`src/rtl/pc_stack.sv`:
```
// pc_stack: fetch-stage program counter with a hardware call/return stack.
//
// Each cycle exactly one action is taken, highest priority first:
// reset, stall, ret, call, load, increment. Lower-priority requests in the
// same cycle are dropped, not queued.
//
// Parameters:
//   WIDTH      address width in bits (pc and k)
//   DEPTH      number of return-stack entries (>= 1)
//   RESET_ADDR pc value after reset
//
// Ports:
//   clk    rising-edge clock
//   reset  synchronous active-high reset
//   stall  hold pc, depth, stack and flags this cycle
//   load   jump to target
//   rel    target = pc + k (k signed) when set, else target = k
//   call   push pc+1 and jump to target
//   ret    pop top of stack into pc
//   k      jump address or signed offset
//   pc     current instruction address (registered)
//   depth  number of valid stack entries (registered)
//   full   depth == DEPTH
//   empty  depth == 0
//   ovf    sticky: call attempted while full
//   unf    sticky: ret attempted while empty
module pc_stack #(
  parameter int unsigned WIDTH      = 8,
  parameter int unsigned DEPTH      = 4,
  parameter int unsigned RESET_ADDR = 0
) (
  input  logic                       clk,
  input  logic                       reset,
  input  logic                       stall,
  input  logic                       load,
  input  logic                       rel,
  input  logic                       call,
  input  logic                       ret,
  input  logic [WIDTH-1:0]           k,
  output logic [WIDTH-1:0]           pc,
  output logic [$clog2(DEPTH+1)-1:0] depth,
  output logic                       full,
  output logic                       empty,
  output logic                       ovf,
  output logic                       unf
);

  localparam int unsigned DW = $clog2(DEPTH + 1);

  logic [WIDTH-1:0] pc_q, pc_d;
  logic [DW-1:0]    depth_q, depth_d;
  logic             ovf_q, ovf_d;
  logic             unf_q, unf_d;
  logic [WIDTH-1:0] stack_q [DEPTH];
  logic [WIDTH-1:0] stack_d [DEPTH];

  logic [WIDTH-1:0] pc_inc_s;
  logic [WIDTH-1:0] target_s;
  logic [WIDTH-1:0] top_s;
  logic             full_s;
  logic             empty_s;

  // Depth decode and shared arithmetic; all additions wrap modulo 2^WIDTH,
  // and adding a WIDTH-bit k is the same as adding it sign-extended.
  always_comb begin
    full_s   = (depth_q == DW'(DEPTH));
    empty_s  = (depth_q == DW'(0));
    pc_inc_s = pc_q + WIDTH'(1);
    if (rel) begin
      target_s = pc_q + k;
    end else begin
      target_s = k;
    end
  end

  // Top-of-stack read: entry depth-1 (only meaningful when not empty).
  always_comb begin
    top_s = '0;
    for (int i = 0; i < DEPTH; i++) begin
      if (DW'(i) == (depth_q - DW'(1))) begin
        top_s = stack_q[i];
      end else begin
        top_s = top_s;
      end
    end
  end

  // Next-state logic in priority order stall > ret > call > load > increment.
  always_comb begin
    pc_d    = pc_q;
    depth_d = depth_q;
    ovf_d   = ovf_q;
    unf_d   = unf_q;
    stack_d = stack_q;
    if (stall) begin
      pc_d = pc_q;
    end else if (ret) begin
      if (!empty_s) begin
        pc_d    = top_s;
        depth_d = depth_q - DW'(1);
      end else begin
        pc_d  = pc_inc_s;
        unf_d = 1'b1;
      end
    end else if (call) begin
      // The jump is taken even when the push must be dropped.
      pc_d = target_s;
      if (!full_s) begin
        depth_d = depth_q + DW'(1);
        for (int i = 0; i < DEPTH; i++) begin
          if (DW'(i) == depth_q) begin
            stack_d[i] = pc_inc_s;
          end else begin
            stack_d[i] = stack_q[i];
          end
        end
      end else begin
        ovf_d = 1'b1;
      end
    end else if (load) begin
      pc_d = target_s;
    end else begin
      pc_d = pc_inc_s;
    end
  end

  // Control registers with synchronous reset.
  always_ff @(posedge clk) begin
    if (reset) begin
      pc_q    <= WIDTH'(RESET_ADDR);
      depth_q <= DW'(0);
      ovf_q   <= 1'b0;
      unf_q   <= 1'b0;
    end else begin
      pc_q    <= pc_d;
      depth_q <= depth_d;
      ovf_q   <= ovf_d;
      unf_q   <= unf_d;
    end
  end

  // Stack storage; contents are don't-care after reset since depth is 0.
  always_ff @(posedge clk) begin
    for (int i = 0; i < DEPTH; i++) begin
      stack_q[i] <= stack_d[i];
    end
  end

  assign pc    = pc_q;
  assign depth = depth_q;
  assign full  = full_s;
  assign empty = empty_s;
  assign ovf   = ovf_q;
  assign unf   = unf_q;

endmodule

```
`config.mk`:
```
export PLATFORM = sky130hd
export DESIGN_NAME = pc_stack
export DESIGN_NICKNAME = d
export VERILOG_FILES = /design/src/rtl/pc_stack.sv
export SDC_FILE = /design/constraint.sdc
export NUM_CORES = 1
export LEC_CHECK = 0
export ABC_AREA = 1
export BUFFER_PORTS_ARGS = -buffer_cell sky130_fd_sc_hd__clkbuf_2
export CAP_MARGIN = 20
export CORE_MARGIN = 2
export CORE_UTILIZATION = 63
export CTS_CLUSTER_DIAMETER = 60
export DETAILED_ROUTE_END_ITERATION = 10
export GPL_ROUTABILITY_DRIVEN = 0
export PLACE_DENSITY_LB_ADDON = 0.2
export RECOVER_POWER = 50
export SYNTH_ARGS = -nofsm -noshare
export SYNTH_HDL_FRONTEND = slang
export SYNTH_SLANG_ARGS = --single-unit
```
`constraint.sdc`:
```
create_clock -name clk -period 3.4 [get_ports clk]
set_input_delay 0.51 -clock clk [delete_from_list [all_inputs] [get_ports clk]]
set_output_delay 0.51 -clock clk [all_outputs]
set_load 0.03 [all_outputs]
```
==> results.json <==
{
  "grt_pass1_wl_um": 10100,
  "area_growth_pct": 10.8,
  "synth_edf_count": 32,
  "synthSimpleGateAreaFrac_pct": 27.6,
  "arrival_ns": 2.04,
  "overflow": 0,
  "max_slew.worst_pin.slew_ns": 1.06,
  "synth_cell_types": 32,
  "nFillCells": 360,
  "period_minus_slack_ns": 2.12,
  "status": "complete, no violations",
  "worst_clock_skew_ns": 0.0118,
  "synth_top_family_by_area": "simple AND/OR/NAND/NOR gates",
  "required_ns": 3.32,
  "hold_path_depth": 2,
  "numCtsBuffers": 5,
  "wl_per_cell_um": 14.1,
  "path_buf_inv": 2,
  "synth_async_sr_flop_share_pct": 0,
  "cp_slowest_cell": "nor3_1",
  "post_cts_resize_count": 0,
  "core_sq_um": 4090,
  "clockRootBuffer": "clkbuf_8",
  "syn_area_sq_um": 2740,
  "synthXorXnorAreaFrac_pct": 1.92,
  "cp-start-kind": "flip-flop",
  "netlist_instances": 348,
  "synth_top_area_share_pct": 35.1,
  "grt_use_total_pct": 25.9,
  "rows": 23,
  "final_max_slew_viol_count": 0,
  "placedInstanceArea_sq_um": 2930,
  "grt_max_degree": 17,
  "syn-num-nets": 379,
  "max_stage_delay_ns": 0.85,
  "reg2regPathDepth": 4,
  "start_util_pct": 67.0,
  "synthMuxAreaShare_pct": 0,
  "grt_pass1_vias": 2223,
  "synth_most_common_cell": "nand2_1",
  "synth-seq-area-share_pct": 44.6,
  "clock_path_buffers": 2,
  "synth_compound_area_share_pct": 9.78,
  "end_kind": "flip-flop",
  "vias_per_cell": 5.48,
  "clk_latency_ns": 0.30,
  "yosysTopAreaCell": "edfxtp_1",
  "maxCapViolCount": 0,
  "clock-sinks": 45,
  "drt_iter0_markers": 183,
  "slew_headroom_pct": 29.1,
  "die_area_sq_um": 4890,
  "hold_violations": 0,
  "post-route-period-util_pct": 62.3,
  "firstDrtPassIters": 5,
  "powerDensity_nw_per_um2": 488,
  "cp_cell_sequence": "inv_1 > ha_1 > inv_1 > nor3_1",
  "cpLargestDelayFamily": "simple AND/OR/NAND/NOR gates",
  "avgSynthCellArea_sq_um": 7.87,
  "synthFlopType": "edfxtp_1",
  "dp_hpwl_um": 4740,
  "cts_tree": "yes",
  "port_buffers": 29,
  "cts_hold_buf": 0,
  "cpMostUsedCell": "inv_1",
  "h-tree-depth": 2,
  "hold_slack_ns": 0.496,
  "die_h_um": 69.9,
  "post-route-cell-area_sq_um": 3030,
  "vias": 2363,
  "cts_setup_buffers": 0,
  "io_pins": 30,
  "rsz0062_at_grt": "no",
  "power_w": 0.00148,
  "synth_fa_ha_area_share_pct": 7.59,
  "postRouteAntennaNets": 0,
  "hp-class": "flip-flop to flip-flop",
  "die_w_um": 69.9,
  "drc_errors": 0,
  "ir_drop_v": 0.000226,
  "synth_seq_cells": 45,
  "wirelength_um": 6080,
  "path_clk_slew_ns": 0.08,
  "path_depth": 4,
  "setup_tns_ns": 0,
  "worstPathMaxFanout": 8,
  "final_layout_size_suffix_gt1_share_pct": 9.71,
  "num_antenna_cells": 0,
  "grt_antenna_before_repair": 0,
  "yosysWarnings": 0,
  "p_leak_nw": 1.47,
  "synth_area_leaders": "edfxtp_1 35%, nand2_1 15%, dfxtp_1 9.5%",
  "nNetsFinal": 411,
  "fmax_mhz": 472,
  "setup_viol_count_final": 0,
  "critical_path_class": "flip-flop to flip-flop",
  "synthTopCellsByCount": "106 x nand2_1, 51 x inv_1, 34 x nand3_1"
}
-- placed cells by master, fill, tap and decap left out --
cell       netlist  layout
inv_1           51      51
xor2_1           1       1
nand2_1        106     106
o21ai_1          1       1
nand4_1          1       1
a21oi_1         21      21
dfxtp_1         13      13
xnor2_1          5       5
a31oi_1          2       2
clkbuf_8         0       5
nand3_1         34      34
fa_1             1       1
clkinv_2         0       1
nor3_1           2       2
a211oi_1         1       1
a22oi_1          3       3
clkbuf_2         0      18
edfxtp_1        32      32
buf_4            1       1
ha_1            15      15
or2_2            2       2
o211ai_1         1       1
nand2_4          1       1
clkbuf_1         2      12
nor3b_1          1       1
o21bai_1         1       1
nor2_4           3       2
nand2_2          3       3
inv_2            2       2
o21ai_0         20      20
nand3b_1         4       4
nor2_1          15      16
bufinv_16        0       2
-- power by group --
part,total [W],switching (W),internal [W]
logic,0.000363,0.000253,0.000110
clock network,0.000476,0.000184,0.000292
registers,0.000643,0.0000262,0.000616
total,0.00148,0.000463,0.00102
-- sequential cells by signal (all words and copies together), names as in the netlist --
signal	flops
depth	3
ovf	1
stack_q	32
pc	8
unf	1
-- area by class of cell --
class	count	area, sq um	area share [%]
clock buffer	5	68.8	2.27
sequential	45	1220	40.2
clock inverter	3	65.1	2.14
inverter	53	199	6.56
multi-input combinational	244	1270	42.0
tap	50	62.6	2.06
timing repair buffer	31	143	4.70
-- kinds of logic after synthesis --
family,after synthesis
xor+xnor,6
fa+ha+maj,16
compound gates,50
simple gates,172
buf+inv,59
flops,45
-- metal layers --
metal  wire, um  vias to the layer above  GRT usage, %  share of wire (%)
met5          0                        -             0                  0
met2       2980                       79          44.7                 49
met1       2690                     1073          34.3                 44
met4        107                        0          8.55                1.8
li1           -                     1200             -                  -
met3        296                       11          2.89                4.9
-- worst min-delay path, cell delays in order (launching register included) --
cell and delay [ns]:
dfxtp_1 0.34, a31oi_1 0.05, nor2_1 0.08
-- path summary, 6_finish.rpt --
path / slack, ns / to / start
setup / recovery: 1.28 / stack_q[13] / depth[0]
hold / removal: 0.50 / ovf / ovf
hold reg to reg: 0.50 / ovf / ovf
setup reg to reg: 1.28 / stack_q[13] / depth[0]
-- through the flow --
step,std cells,setup slack [ns],utilization (%)
final,431,1.28,74.2
after global routing,431,1.10,74.2
after CTS,431,1.25,74.9
after detailed placement,423,1.09,71.6
after global placement,423,1.22,71.6
after floorplan,348,1.09,-
No activity file was read; power rests on OpenSTA's default activity.
